--- src/rtl/onebit_cell_ctrl.sv ---
// rtl/onebit_cell_ctrl.sv - phase sequencer for the one-bit CIM cell and sense-amp column
// Column controls are decoded from the next state and registered, so they are glitch-free at the column.
module onebit_cell_ctrl #(
  parameter int CNT_W = 4,
  parameter int T_WR  = 2,
  parameter int T_PRE = 2,
  parameter int T_SMP = 2,
  parameter int T_OVL = 1,
  parameter int T_SA  = 2,
  parameter int T_RST = 1
) (
  input  logic       clk,
  input  logic       rst,
  input  logic       req_valid,
  output logic       req_ready,
  input  logic [1:0] req_op,
  input  logic [1:0] req_mode,
  input  logic       req_wdata,
  input  logic       sa_out,
  output logic       rd_valid,
  output logic       rd_data,
  output logic       err,
  output logic       busy,
  output logic       preb,
  output logic       w_en,
  output logic       write_bit,
  output logic       sampleb,
  output logic       SAE,
  output logic       WL,
  output logic       WLB
);

  localparam logic [1:0] OP_WR       = 2'b00;
  localparam logic [1:0] OP_RQ       = 2'b01;
  localparam logic [1:0] OP_RQB      = 2'b10;
  localparam logic [1:0] OP_ILL      = 2'b11;
  localparam logic [1:0] MODE_SPLIT  = 2'b00;
  localparam logic [1:0] MODE_MERGED = 2'b01;
  localparam logic [1:0] MODE_OVL    = 2'b10;
  localparam logic [CNT_W-1:0] CNT_ONE = 1;

  typedef enum logic [2:0] {
    S_IDLE, S_WRITE, S_PRE, S_SAMPLE, S_OVL, S_SA, S_RESET, S_ERR
  } state_t;

  state_t           state, state_n;
  logic [CNT_W-1:0] cnt, cnt_n;
  logic [1:0]       op_q, mode_q;
  logic             done, accept, capture;
  logic             preb_n, wen_n, sampleb_n, sae_n, wl_n, wlb_n;

  // Counter reload value for a phase of length t; zero-length phases run one cycle.
  function automatic logic [CNT_W-1:0] phase_last(input int t);
    if (t <= 1) return '0;
    else return CNT_W'(t - 1);
  endfunction

  assign req_ready = (state == S_IDLE);
  assign busy      = ~req_ready;
  assign accept    = (state == S_IDLE) && req_valid;
  assign done      = (cnt == '0);
  assign capture   = done && ((state == S_SA) || (state == S_OVL && mode_q == MODE_MERGED));

  always_comb begin
    state_n = state;
    case (state)
      S_IDLE:   if (req_valid) begin
                  if (req_op == OP_WR)       state_n = S_WRITE;
                  else if (req_op == OP_ILL) state_n = S_ERR;
                  else                       state_n = S_PRE;
                end
      S_WRITE:  if (done) state_n = S_RESET;
      S_PRE:    if (done) state_n = (mode_q == MODE_MERGED) ? S_OVL : S_SAMPLE;
      S_SAMPLE: if (done) state_n = (mode_q == MODE_OVL) ? S_OVL : S_SA;
      S_OVL:    if (done) state_n = (mode_q == MODE_MERGED) ? S_RESET : S_SA;
      S_SA:     if (done) state_n = S_RESET;
      S_RESET:  if (done) state_n = S_IDLE;
      S_ERR:    state_n = S_IDLE;
      default:  state_n = S_IDLE;
    endcase

    if (state_n != state) begin
      case (state_n)
        S_WRITE:  cnt_n = phase_last(T_WR);
        S_PRE:    cnt_n = phase_last(T_PRE);
        S_SAMPLE: cnt_n = phase_last(T_SMP);
        S_OVL:    cnt_n = phase_last(T_OVL);
        S_SA:     cnt_n = phase_last(T_SA);
        S_RESET:  cnt_n = phase_last(T_RST);
        default:  cnt_n = '0;
      endcase
    end else if (!done) begin
      cnt_n = cnt - CNT_ONE;
    end else begin
      cnt_n = cnt;
    end

    preb_n    = 1'b0;
    wen_n     = 1'b0;
    sampleb_n = 1'b1;
    sae_n     = 1'b0;
    wl_n      = 1'b0;
    wlb_n     = 1'b0;
    case (state_n)
      S_WRITE:  begin preb_n = 1'b1; wen_n = 1'b1; wl_n = 1'b1; wlb_n = 1'b1; end
      S_SAMPLE: begin
                  preb_n = 1'b1; sampleb_n = 1'b0;
                  wl_n = (op_q == OP_RQ); wlb_n = (op_q == OP_RQB);
                end
      S_OVL:    begin
                  preb_n = 1'b1; sampleb_n = 1'b0; sae_n = 1'b1;
                  wl_n = (op_q == OP_RQ); wlb_n = (op_q == OP_RQB);
                end
      S_SA:     begin preb_n = 1'b1; sae_n = 1'b1; end
      default:  ;
    endcase
  end

  always_ff @(posedge clk or posedge rst) begin
    if (rst) begin
      state     <= S_IDLE;
      cnt       <= '0;
      op_q      <= OP_WR;
      mode_q    <= MODE_SPLIT;
      preb      <= 1'b0;
      w_en      <= 1'b0;
      write_bit <= 1'b0;
      sampleb   <= 1'b1;
      SAE       <= 1'b0;
      WL        <= 1'b0;
      WLB       <= 1'b0;
      rd_valid  <= 1'b0;
      rd_data   <= 1'b0;
      err       <= 1'b0;
    end else begin
      state    <= state_n;
      cnt      <= cnt_n;
      preb     <= preb_n;
      w_en     <= wen_n;
      sampleb  <= sampleb_n;
      SAE      <= sae_n;
      WL       <= wl_n;
      WLB      <= wlb_n;
      rd_valid <= capture;
      err      <= accept && (req_op == OP_ILL);
      if (accept) begin
        op_q   <= req_op;
        mode_q <= (req_mode == 2'b11) ? MODE_SPLIT : req_mode;
        if (req_op == OP_WR) write_bit <= req_wdata;
      end
      // QB reads sense the complement node, so the stored bit is the inverse.
      if (capture) rd_data <= sa_out ^ (op_q == OP_RQB);
    end
  end

endmodule
--- config.mk ---
export PLATFORM = sky130hd
export DESIGN_NAME = onebit_cell_ctrl
export DESIGN_NICKNAME = d
export VERILOG_FILES = /design/src/rtl/onebit_cell_ctrl.sv
export SDC_FILE = /design/constraint.sdc
export NUM_CORES = 1
export LEC_CHECK = 0
export CAP_MARGIN = 10
export CORE_UTILIZATION = 30
export CTS_CLUSTER_SIZE = 12
export DETAILED_ROUTE_END_ITERATION = 8
export GPL_TIMING_DRIVEN = 0
export HOLD_SLACK_MARGIN = 0.12
export SYNTH_ARGS = -nofsm -noshare
export SYNTH_HDL_FRONTEND = slang
export SYNTH_SLANG_ARGS = --single-unit
--- constraint.sdc ---
create_clock -name clk -period 2.3 [get_ports clk]
set_clock_uncertainty 0.05 [all_clocks]
set_input_delay 0.345 -clock clk [delete_from_list [all_inputs] [get_ports clk]]
set_output_delay 0.345 -clock clk [all_outputs]
set_load 0.01 [all_outputs]
==> results by group, run 1 <==
Clocking
  • Worst skew pair latency: 0.26 ns
  • Worst-path clk slew: 0.08 ns
  • Htree depth: 1
  • Clk buf depth: 2
  • Root Driver: clkbuf_8
  • TritonCTS buffer count: 3
  • CTS tree: built
  • Hold Buf Count CTS: 0
  • Clock sinks: 21

Route
  • DRC viols: 0
  • Drt pass-1 iters: 4
  • Drt total wl: ~2.4 mm
  • 1st-iter DRT viols: 18
  • Routed vias: 936
  • Vias per inst: about 4.8
  • Routed length per placed instance: 12.13 um
  • DRT antenna net count: 0

Final layout
  • Final cell count without fillers: 195
  • Layout cells sized above 1: 0.2449
  • Diode count: 0
  • Layout Utilization: 0.4213
  • Layout Nets: 160
  • Area Growth Syn to Fin: 34.42%

STA
  • Slew @ Worst Pin: ~0.8 ns
  • Max-slew headroom: 0.4540
  • Min Hold Slack: ~0.45 ns
  • Worst Slack Setup Final: 0.04585 ns
  • Max-slew violations: 0
  • Period utilization: 0.9801
  • Setup TNS: 0 ns
  • Setup violations, final: 0
  • Final min period: about 2.3 ns
  • RSZ-0062 raised after global routing: true
  • Fmax achieved: about 440 MHz
  • Final Hold Viols: 0

Floorplanning
  • Height of the die: around 64 um
  • Die width: roughly 64 um
  • Area of the die: 4106 um^2
  • Initial core utilization: 0.3134
  • # rows: 22
  • Ports: 21
  • Core footprint: between 3000 and 4000 um^2

Synth
  • Most frequent cell after synthesis: dfrtp_1
  • Sequential fraction of the synthesis area: 0.4556
  • Most frequent cells after synthesis: dfrtp_1 (20), a21oi_1 (11), nand2_1 (10), inv_1 (9), nor2_1 (9)
  • Mapped Cells: approximately 120
  • Yosys cell types: 42
  • Syn. warnings: 0
  • Mapped cell area: approximately 1200 um^2
  • Synthesized Nets: approximately 130
  • Largest area contributor in the netlist: dfrtp_1
  • #FFs+latches synth: 21
  • Fraction of registers with async set/reset: 1.000
  • Post-synth EDFFs: 0
  • Top_reg_cell synth: dfrtp_1
  • Area share of the largest cell type after synthesis: 0.4329
  • Cells taking the most area after synthesis: dfrtp_1 (43%), a21oi_1 (4.8%), ha_1 (3.2%)
  • Avg Cell Area, Syn: approximately 9.9 um^2

Critical path
  • Worst-path maximum fanout: 8
  • Worst path cell trace: inv_1 -> ha_2 -> or3b_1 -> buf_6 -> a21oi_4 -> o221ai_4 -> and2_4 -> or3_4 -> o21ai_2
  • Endpoint class of the critical path: flip-flop
  • Max stage delay on crit path: roughly 0.41 ns
  • CP Buf/Inv Count: 2
  • Critical Path Source Type: flip-flop
  • Data arrival, critical path: between 2 and 2.5 ns
  • Critical Path RT: 2.44 ns
  • CP Class: reg -> reg
  • Largest delay share family, worst path: simple AND/OR/NAND/NOR gates
  • Crit path max-delay cell type: dfrtp_1

Placement
  • IO Port Bufs: 20
  • Cells after DPL: 185
  • Pre-CTS setup slack: -0.1204 ns
  • RD Place Congestion: 0.7716
  • Hpwl dp: 1.735 mm

Power and ir drop
  • Switching Share: 0.4192
  • Pwr Density: 1573 nW/um^2
  • Worst vdd ir: 0.4215 mV
  • P_leak: slightly below 0.7 nW
  • Internal power: between 1 and 1.5 mW
  • Clock power share: 0.100
  • Net Switching: around 1.0 mW
  • Logic gate share of total power: 0.648
  • Reg power frac: 0.252

Hold path
  • Worst Hold Class: reg -> reg

GRT
  • Remaining Overflow, GRT: 0
  • Met3 Track Usage GR: 0.02143
  • Global Route met1 Usage: 0.1481
  • Met2 Track Usage GR: 0.2247
  • Total Routing Usage GR: 0.1260
  • Vias in the first global route: 890
  • Global routing's busiest layer: met2
  • First-pass GRT wire length: slightly below 4 mm
  • Initial antenna violation count: 0
  • Largest net degree at the start of global routing: 22

Run status
  • Status: finished, final reports clean

Job
  • Max-Cap Viols: 0
metal layers:
layer	part of all wire	routed length [um]
met3	0.032	75
met4	0.011	27
met2	0.52	1226
met5	0	0
met1	0.44	1035
registers in the layout, summed over array words and instances (netlist names):
signal and cells:
SAE 1, WL 1, WLB 1, cnt 4
err 1, mode_q 2, op_q 2, preb 1
rd_data 1, rd_valid 1, sampleb 1, state 3
w_en 1, write_bit 1
power groups by stage:
stage                     Combinational [mW]  Sequential (mW)  Clock, mW
final                                   1.58            0.617      0.243
after CTS                               1.36            0.615      0.248
after floorplan                        0.946            0.634          0
after global placement                  1.28            0.613          0
after global routing                    1.73            0.638      0.271
after detailed placement                1.32            0.620          0
through the flow:
stage                     instance area (um^2)  total power, mW
after floorplan                           1156            1.579
after global routing                      1554            2.639
final                                     1554            2.444
after global placement                    1416            1.894
after CTS                                 1473            2.223
after detailed placement                  1416            1.941
kinds of logic after synthesis:
kind of cell / synth area share
AOI/OAI and AO/OA: 0.1688
xor gates and xnor gates: 0.01515
adders and majority gates: 0.04113
buffers and inverters: 0.07466
DFF: 0.4556
muxes: 0.01840
and+or+nand+nor: 0.2262
worst paths after layout:
check	start	endpoint	slack, ns	cells past startpoint
worst max-delay path	cnt[0]	WL	0.05	9
worst min register to register	mode_q[0]	mode_q[0]	0.45	2
worst max register to register	cnt[0]	WL	0.05	9
max in group asynchronous	rst	rd_data	1.19	2
min in group asynchronous	rst	SAE	0.50	2
worst min-delay path	mode_q[0]	mode_q[0]	0.45	2
area by class of cell:
class / instances / area, um^2
clock buffer: 3 / 41.29
multi-input combinational: 80 / 586.8
sequential: 21 / 526.8
buffer: 5 / 46.29
fill: 363 / 2135
inverter: 11 / 42.54
timing repair buffer: 26 / 245.2
tap: 48 / 60.06
clock inverter: 1 / 5.005
worst min-delay path, delay by kind of cell, from the launching register on:
| kind | cells | cell delay, ns |
|---|---|---|
| flops | 1 | 0.37 |
| simple gates | 2 | 0.11 |
repair_timing:
| action | in CTS | in global routing |
|---|---|---|
| pin swaps | 0 | 3 |
| setup endpoints to repair | 2 | 5 |
| resized for setup | 3 | 10 |
| buffers inserted | 0 | 6 |
cells in the final DEF, fill, tap and decap left out, types with 2 or more instances in the layout:
| cell type | count |
|---|---|
| nor2_1 | 9 |
| clkbuf_8 | 3 |
| o21ai_0 | 3 |
| nor3_1 | 2 |
| a21oi_4 | 2 |
| nor4b_1 | 2 |
| clkdlybuf4s50_1 | 20 |
| o21ai_1 | 2 |
| nand2b_1 | 4 |
| o21ai_2 | 2 |
| a21oi_1 | 11 |
| clkinv_2 | 2 |
| a211oi_1 | 2 |
| nand3b_1 | 4 |
| buf_4 | 7 |
| or3_4 | 2 |
| dfrtp_1 | 20 |
| buf_6 | 3 |
| nand2_1 | 10 |
| inv_1 | 9 |
| ha_1 | 2 |
(Power assumes the default switching activity.)
==> run 2: changes to the inputs <==
Settings changed: SLEW_MARGIN set to 5.
==> results of run 2 <==
Final layout, timing and power as in run 1 (identical DEF).
==> run 3: changes to the inputs <==
Settings changed: MAX_ROUTING_LAYER set to met4.
==> run 3 against run 2 <==
Critical path depth shrank 1. Clock-buffer cell count is the same. Via count grew 0.11%. Worst setup slack lost 0.016 ns. Clock power is essentially flat. Design area grew 0.24%. Combinational power is essentially flat. Power shrank 0.36%. Worst hold slack is essentially flat. Sequential power is essentially flat. Cell count is the same. Register-to-register slack lost 0.02 ns. Largest cell class unchanged. Highest routed layer unchanged.
==> results by group, run 3 (synthesized netlist as in run 1, its figures left out) <==
Placement
  • Hpwl dp: 1.714 mm
  • RD Place Congestion: 0.7832
  • IO Port Bufs: 20
  • Pre-CTS setup slack: -0.1216 ns
  • DP Area: between 1000 and 1500 um^2

Critical path
  • Worst-path maximum fanout: 8
  • Worst reg2reg setup slack: ~0.030 ns
  • CP Class: reg -> reg
  • Endpoint class of the critical path: flip-flop
  • R2r startpoint: cnt[0]
  • Worst r2r path cells: 8
  • Data arrival, critical path: 2.35 ns
  • Critical Path Source Type: flip-flop
  • Crit path max-delay cell type: dfrtp_1
  • Worst path cell trace: inv_2 -> ha_4 -> or3b_1 -> buf_6 -> o21ai_0 -> and2_4 -> and2_1 -> o32ai_2
  • Max stage delay on crit path: around 0.42 ns
  • RR Endpoint: cnt[0]
  • Critical Path RT: 2.38 ns

Final layout
  • Layout cells sized above 1: 0.2449
  • Final non-filler cell area: about 1600 um^2
  • Area Growth Syn to Fin: 34.74%
  • Layout Nets: 160
  • Diode count: 0
  • Commonest non-fill, non-tap cell in the layout: dfrtp_1
  • Largest registers: cnt: 4 flops, state: 3 flops
  • Commonest non-fill, non-tap cells in the layout: dfrtp_1 (20), clkdlybuf4s50_1 (19), a21oi_1 (11), nand2_1 (10), nor2_1 (9)
  • Max FFs per register: 4
  • Top reg by flops: cnt
  • Layout Utilization: 0.4223

Clocking
  • TritonCTS buffer count: 3
  • Htree depth: 1
  • Worst-path clk slew: around 0.080 ns
  • Root Driver: clkbuf_8
  • Clk buf depth: 2
  • Clock sinks: 21
  • CTS tree: built
  • Worst skew pair latency: roughly 0.26 ns
  • Hold Buf Count CTS: 0

Power and ir drop
  • Pwr Density: ~1600 nW/um^2
  • P_leak: between 0.6 and 0.7 nW
  • Power after layout: 2.435 mW
  • Worst vdd ir: between 0.3 and 0.4 mV

Floorplanning
  • Height of the die: around 64 um
  • Ports: 21
  • Initial core utilization: 0.3134
  • Die width: around 64 um
  • Core footprint: 3689 um^2
  • Area of the die: 4106 um^2
  • # rows: 22

GRT
  • Initial antenna violation count: 0
  • Remaining Overflow, GRT: 0
  • Vias in the first global route: slightly below 900
  • Total Routing Usage GR: 0.1298
  • Largest net degree at the start of global routing: 22
  • First-pass GRT wire length: 3.974 mm

STA
  • Final Hold Viols: 0
  • Final min period: about 2.3 ns
  • Fmax achieved: 440.5 MHz
  • Setup violations, final: 0
  • Worst Slack Setup Final: 0.02973 ns
  • Period utilization: 0.9871
  • Max-slew violations: 0
  • Max-slew headroom: 0.4511
  • Slew @ Worst Pin: about 0.8 ns

Route
  • Routed vias: ~940
  • Drt pass-1 iters: 4
  • Vias per inst: slightly below 5
  • DRT antenna net count: 0
  • DRC viols: 0
  • Routed length per placed instance: ~12 um
  • 1st-iter DRT viols: 21
  • Drt total wl: approximately 2.4 mm

Job
  • Max-Cap Viols: 0

Hold path
  • Worst Hold Launch: mode_q[0]
  • Sink of the worst hold path: mode_q[0]
  • Hold Crit Depth: 2
  • Worst Hold Class: reg -> reg

Run status
  • Status: finished, final reports clean
run 3: area by class of cell:
cell class                 instances  area (um^2)
multi-input combinational         80        588.1
timing repair buffer              26        247.7
clock buffer                       3        41.29
tap                               48        60.06
fill                             368         2131
sequential                        21        526.8
inverter                          11        42.54
clock inverter                     1        5.005
buffer                             5        46.29
run 3: through the flow:
step	TNS, ns	hold slack, ns	cells
after floorplan	0	0.2708	117
after global placement	-0.2415	0.4302	185
after detailed placement	-0.2914	0.4403	185
after CTS	0	0.4599	189
after global routing	-0.06920	0.4895	195
final	0	0.4515	195
run 3: worst max-delay path: cells and delay by family, from the launching register on:
family          cells  cell delay, ns
compound gates      2            0.48
buf+inv             2            0.24
fa+ha+maj           1            0.15
simple gates        3            0.80
flops               1            0.42
run 3: what timing repair did:
action | CTS | global route
buffers inserted | 0 | 6
setup endpoints to repair | 0 | 4
gates resized for setup | 0 | 15
run 3: how the worst max path moves through the flow:
| stage | start | to | slack [ns] |
|---|---|---|---|
| 6_report | cnt[0] | cnt[0] | 0.03 |
| 5_1_grt | cnt[0] | WLB | -0.03 |
| 4_1_cts | cnt[0] | WL | 0.009 |
| 3_5_place_dp | req_valid | WL | -0.12 |
| 3_3_place_gp | req_valid | WL | -0.10 |
| 2_1_floorplan | cnt[0] | WL | 0.22 |
run 3: power breakdown:
group	switching (mW)	internal, mW	total (mW)
Sequential	0.0895	0.530	0.619
Combinational	0.806	0.765	1.57
Clock	0.124	0.121	0.245
run 3: routing by layer:
layer  GRT usage  up-vias  share of wire
li1            -      464              -
met1      0.1497      450           0.44
met2      0.2234       19           0.52
met3     0.02143        4          0.032
met4     0.05114        0          0.013
met5           -        -              0
